<file path="config.mk">
export PLATFORM = sky130hd
export DESIGN_NAME = gnn_aggr_xchg
export DESIGN_NICKNAME = d
export VERILOG_FILES = /design/src/rtl/gnn_aggr_xchg.sv
export SDC_FILE = /design/constraint.sdc
export NUM_CORES = 1
export LEC_CHECK = 0
export BUFFER_PORTS_ARGS = -buffer_cell sky130_fd_sc_hd__buf_2
export CAP_MARGIN = 15
export CORE_MARGIN = 10
export CORE_UTILIZATION = 46
export CTS_CLUSTER_DIAMETER = 200
export DETAILED_ROUTE_END_ITERATION = 16
export GPL_ROUTABILITY_DRIVEN = 0
export MAX_ROUTING_LAYER = met4
export PLACE_DENSITY_LB_ADDON = 0.3
export SLEW_MARGIN = 20
export SYNTH_ARGS = -nofsm -noshare
export SYNTH_HDL_FRONTEND = slang
export SYNTH_SLANG_ARGS = --single-unit
</file>
<file path="constraint.sdc">
create_clock -name clk -period 8.6 [get_ports clk]
set_input_delay 2.15 -clock clk [delete_from_list [all_inputs] [get_ports clk]]
set_output_delay 2.15 -clock clk [all_outputs]
set_load 0.01 [all_outputs]
</file>
<file path="src/rtl/gnn_aggr_xchg.sv">
// Neighbourhood-aggregation exchange: collects per-node ReLU features, sums each
// node's own features with those of its neighbours, and streams the aggregates back.
module gnn_aggr_xchg #(
  parameter int NUM_NODES = 4,
  parameter int FEAT_W    = 15,
  parameter int AGGR_W    = 17
) (
  input  logic                         clk,
  input  logic                         rst_n,
  input  logic                         in_valid,
  output logic                         in_ready,
  input  logic [$clog2(NUM_NODES)-1:0] in_node_id,
  input  logic [FEAT_W-1:0]            in_y4,
  input  logic [FEAT_W-1:0]            in_y5,
  input  logic [FEAT_W-1:0]            in_y6,
  input  logic [FEAT_W-1:0]            in_y7,
  input  logic [NUM_NODES-1:0]         in_adj,
  output logic                         out_valid,
  input  logic                         out_ready,
  output logic [$clog2(NUM_NODES)-1:0] out_node_id,
  output logic [AGGR_W-1:0]            out_y4_aggr,
  output logic [AGGR_W-1:0]            out_y5_aggr,
  output logic [AGGR_W-1:0]            out_y6_aggr,
  output logic [AGGR_W-1:0]            out_y7_aggr,
  output logic                         busy
);

  localparam int ID_W    = $clog2(NUM_NODES);
  localparam int SUM_RAW = FEAT_W + ID_W + 1;
  localparam int SUM_W   = (SUM_RAW > AGGR_W) ? SUM_RAW : AGGR_W;
  localparam logic [AGGR_W-1:0] SAT_MAX = {1'b0, {(AGGR_W-1){1'b1}}};

  typedef enum logic [1:0] {S_COLLECT, S_AGGR, S_EMIT} state_t;

  state_t               r_state;
  state_t               w_next_state;
  logic [ID_W-1:0]      r_idx;
  logic [NUM_NODES-1:0] r_loaded;
  logic [FEAT_W-1:0]    r_feat [NUM_NODES][4];
  logic [NUM_NODES-1:0] r_adj  [NUM_NODES];
  logic [AGGR_W-1:0]    r_aggr [NUM_NODES][4];

  logic [FEAT_W-1:0]    w_in_feat [4];
  logic [SUM_W-1:0]     w_sum [4];
  logic [AGGR_W-1:0]    w_sat [4];
  logic                 w_in_fire;
  logic                 w_out_fire;
  logic                 w_last_idx;
  logic [NUM_NODES-1:0] w_loaded_next;

  assign w_in_feat[0] = in_y4;
  assign w_in_feat[1] = in_y5;
  assign w_in_feat[2] = in_y6;
  assign w_in_feat[3] = in_y7;

  assign in_ready  = (r_state == S_COLLECT);
  assign out_valid = (r_state == S_EMIT);
  assign busy      = (r_state != S_COLLECT);

  assign w_in_fire     = in_valid & in_ready;
  assign w_out_fire    = out_valid & out_ready;
  assign w_last_idx    = (r_idx == ID_W'(NUM_NODES - 1));
  assign w_loaded_next = r_loaded | (NUM_NODES'(1) << in_node_id);

  // Data is forced to zero outside EMIT so the reset view is all-zero.
  assign out_node_id = out_valid ? r_idx : '0;
  assign out_y4_aggr = out_valid ? r_aggr[r_idx][0] : '0;
  assign out_y5_aggr = out_valid ? r_aggr[r_idx][1] : '0;
  assign out_y6_aggr = out_valid ? r_aggr[r_idx][2] : '0;
  assign out_y7_aggr = out_valid ? r_aggr[r_idx][3] : '0;

  always_comb begin
    w_next_state = r_state;
    case (r_state)
      S_COLLECT: if (w_in_fire && (&w_loaded_next)) w_next_state = S_AGGR;
      S_AGGR:    if (w_last_idx) w_next_state = S_EMIT;
      S_EMIT:    if (w_out_fire && w_last_idx) w_next_state = S_COLLECT;
      default:   w_next_state = S_COLLECT;
    endcase
  end

  always_ff @(posedge clk or negedge rst_n) begin
    if (!rst_n) r_state <= S_COLLECT;
    else        r_state <= w_next_state;
  end

  // Index wraps to zero naturally because NUM_NODES is a power of two.
  always_ff @(posedge clk or negedge rst_n) begin
    if (!rst_n) begin
      r_idx    <= '0;
      r_loaded <= '0;
    end else begin
      case (r_state)
        S_COLLECT: if (w_in_fire) r_loaded <= w_loaded_next;
        S_AGGR:    r_idx <= r_idx + 1'b1;
        S_EMIT: begin
          if (w_out_fire) begin
            r_idx <= r_idx + 1'b1;
            if (w_last_idx) r_loaded <= '0;
          end
        end
        default: r_idx <= '0;
      endcase
    end
  end

  // Self is always included; the diagonal adjacency bit is therefore irrelevant.
  always_comb begin
    for (int f = 0; f < 4; f++) begin
      w_sum[f] = '0;
      for (int j = 0; j < NUM_NODES; j++) begin
        if ((ID_W'(j) == r_idx) || r_adj[r_idx][j])
          w_sum[f] = w_sum[f] + SUM_W'(r_feat[j][f]);
      end
      w_sat[f] = (w_sum[f] > SUM_W'(SAT_MAX)) ? SAT_MAX : w_sum[f][AGGR_W-1:0];
    end
  end

  always_ff @(posedge clk) begin
    if (w_in_fire) begin
      for (int f = 0; f < 4; f++) r_feat[in_node_id][f] <= w_in_feat[f];
      r_adj[in_node_id] <= in_adj;
    end
    if (r_state == S_AGGR) begin
      for (int f = 0; f < 4; f++) r_aggr[r_idx][f] <= w_sat[f];
    end
  end

endmodule

</file>
==> flow_summary_export.csv <==
group,metric,value,unit
synth,synth.most_common_cell,"edfxtp_1",
die,io_pins,143,
placement,dp_hpwl,53100,microns
clocking,tritoncts,"yes",
worst_setup_path,end_kind,"flop",
synth,syn_inst,2424,
synth,ys_ff_latch,536,
timing,post-route-min-period,8.13,ns
status,run_status,"completed",
worst_setup_path,r2r_slack,0.47,ns
timing,hold_violations,0,
layout,fillers,5421,
clocking,htree_levels,2,
routing,vias_per_cell,5.77,
clocking,clock-sinks,536,
clocking,worstSkewPairLatency,0.61,ns
power,p_leak,12.5,nW
timing,worst_pin_slew,1.07,ns
worst_setup_path,start_kind,"flop",
die,die_w,274,microns
die,core_area,64200,sq um
routing,num_vias,20200,
timing,fmax,123,MHz
synth,synthFlopType,"edfxtp_1",
global_route,grt_pass1_vias,19800,
synth,syn-cell-area,29800,sq um
global_route,antenna_found_initial,8,
clocking,cts_made_buffers,53,
synth,synthTopCellsByArea,"edfxtp_1, ha_1, mux4_2",
worst_setup_path,cp-startpoint,"r_idx[1]",
placement,place_inst,3384,
synth,synthMuxAreaShare,6.28,%
clocking,ctsLongestPathBuffers,3,
layout,layout-drive-gt1-share,16.0,%
synth,synth_compound_area_share,13.0,%
worst_setup_path,crit_slowest_cell,"dfrtp_4",
global_route,grt_pass1_wl,114000,microns
run,drv_cap,0,
power,p_total,0.0155,W
die,num_rows,93,
worst_setup_path,cp_slowest_stage_delay,0.55,ns
clocking,cts_root_buf,"clkbuf_16",
routing,ant_nets,0,
synth,ys_async_sr_fraction,1.49,%
die,die_area,75300,sq um
layout,layout.nets,2848,
worst_setup_path,cp.required,8.93,ns
synth,synth_edf_count,528,
timing,period_share,94.5,%
timing,setup_ws,0.470,ns
worst_setup_path,endpoint,"r_aggr[3][57]",
synth,synth_top_family_by_area,"compound AO/OA/AOI/OAI gates",
layout,fin_cells,3494,
clocking,clkTransAtPathRegs,0.07,ns
worst_setup_path,timing.rr.end,"r_aggr[3][57]",
power,irDropWorstVdd,0.202,mV
placement,pre_cts_slack,0.232,ns
synth,yosys.area_share.simple,11.4,%
worst_setup_path,worstPathMaxFanout,7,
routing,drtPass1Iterations,7,
routing,drt-initial-drc-count,1473,
routing,avgRoutedWirePerCell,21.3,microns
routing,drcViolationCount,0,
global_route,grt_max_degree,76,
synth,synth_xor_area_share,4.44,%
synth,synth_cell_types,102,
synth,ys.warnings.count,0,
worst_setup_path,crit-reg2reg-launch,"r_idx[1]",
global_route,grt_usage,19.9,%
placement,port_buffers,142,
timing,relSlewSlack,28.4,%
synth,synth_adder_area_share,8.57,%
timing,setup_violations,0,
hold_path,hold_class,"flop to flop",
timing,drv_slew,0,
die,start_util,46.4,%
worst_setup_path,rr_worst_depth,34,
timing,hold-worst-slack,0.495,ns
synth,ys_seq_area_share,53.9,%
layout,final_cell_area,33600,sq um
placement,postPlaceCellArea,31600,sq um
synth,yosys.area.top_type,"edfxtp_1",
power,p_per_area,461,nW/um^2
global_route,grt_overflow_total,0,
synth,ys_top_cells_by_count,"edfxtp_1, nor2_1, ha_1",
worst_setup_path,path_class,"flop to flop",
synth,synth_top_area_share,53.2,%
timing,fin_skew,0.0218,ns
layout,syn_to_final_growth,12.8,%
routing,drt_wl_total,74300,microns
worst_setup_path,cp_data_arrival_time,8.46,ns
synth,syn_area_per_cell,12.3,sq um
die,die_height,274,microns
[critical path, delay by kind of cell (launching register included)]
| kind | cells | cell delay [ns] |
|---|---|---|
| DFF | 1 | 0.55 |
| buffers and inverters | 3 | 0.36 |
| xor gates and xnor gates | 2 | 0.33 |
| and+or+nand+nor | 7 | 1.23 |
| adders and majority gates | 5 | 1.49 |
| AOI/OAI and AO/OA | 17 | 3.90 |
[state kept, by name, indices dropped and copies added (netlist names)]
register  count
r_aggr      272
r_feat      240
r_adj        16
r_loaded      4
r_idx         2
r_state       2
[final cells by class]
class                   count  area [sq um]  share of cell area (%)
flip-flops and latches    536         16100                    47.8
multi-input cells        1718         13200                    39.3
clock buffers              67          1380                    4.11
well taps                 855          1070                    3.19
repair buffers            183          1060                    3.14
clock inverters            30           430                    1.28
inverters                  95           357                    1.06
diodes                     10          25.0                  0.0745
[how the worst min path moves through the flow]
stage	cells past startpoint	endpoint	start	slack (ns)
global route	2	r_loaded[1]	r_loaded[1]	0.54
global placement	2	r_loaded[1]	r_loaded[1]	0.48
finish	2	r_loaded[1]	r_loaded[1]	0.50
detailed placement	2	r_loaded[1]	r_loaded[1]	0.49
CTS	2	r_loaded[1]	r_loaded[1]	0.50
floorplan	2	r_loaded[1]	r_loaded[1]	0.46
[power by group]
part | internal, W | switching [W]
combinational | 0.00337 | 0.00530
sequential | 0.00423 | 0.000141
clock | 0.00144 | 0.000981
[cells by family after synthesis]
family          count (synthesis)
fa+ha+maj                     198
simple gates                  701
buf+inv                       185
compound gates                558
flops                         536
xor+xnor                      151
other cells                     1
mux                            94
[through the flow]
stage | utilization [%] | TNS (ns)
final | 52.3 | 0
after global routing | 52.3 | -1.28
after CTS | 52.0 | 0
after detailed placement | 49.2 | 0
after global placement | 49.2 | 0
after floorplan | - | 0
[what timing repair did]
| item | 4_1_cts | 5_1_grt |
|---|---|---|
| buffers inserted | 0 | 3 |
| gates resized for setup | 0 | 16 |
| setup endpoints to repair | 0 | 203 |
| hold buffers | 0 | 0 |
[placed cells by master (no fill, tap or decap), types with 12 or more instances in the layout]
| master | n |
|---|---|
| xor2_1 | 70 |
| conb_1 | 16 |
| or2_2 | 13 |
| nand3_1 | 29 |
| inv_1 | 95 |
| o21ai_0 | 97 |
| and3_1 | 15 |
| buf_4 | 38 |
| o211ai_1 | 35 |
| clkbuf_1 | 14 |
| edfxtp_1 | 528 |
| xnor2_1 | 81 |
| a21oi_1 | 137 |
| or3_1 | 19 |
| a21o_1 | 41 |
| clkbuf_16 | 53 |
| ha_1 | 177 |
| a211o_1 | 13 |
| fa_1 | 12 |
| nor2b_1 | 28 |
| nand2b_1 | 16 |
| mux4_2 | 71 |
| nor2_1 | 213 |
| o21a_1 | 32 |
| buf_2 | 142 |
| mux2_2 | 13 |
| nand2_1 | 163 |
| a211oi_1 | 18 |
| and2_1 | 132 |
| a31oi_1 | 20 |
| nor3_1 | 32 |
[routing by layer]
metal  share of wire, %  vias up  GRT usage (%)
met1                 45     9942           26.8
met2                 46      634           31.3
met5                  0        -              -
met4                1.9        0           4.21
li1                   -     9495              -
met3                7.3       96           3.33
Power figures use the tool's default switching activity.
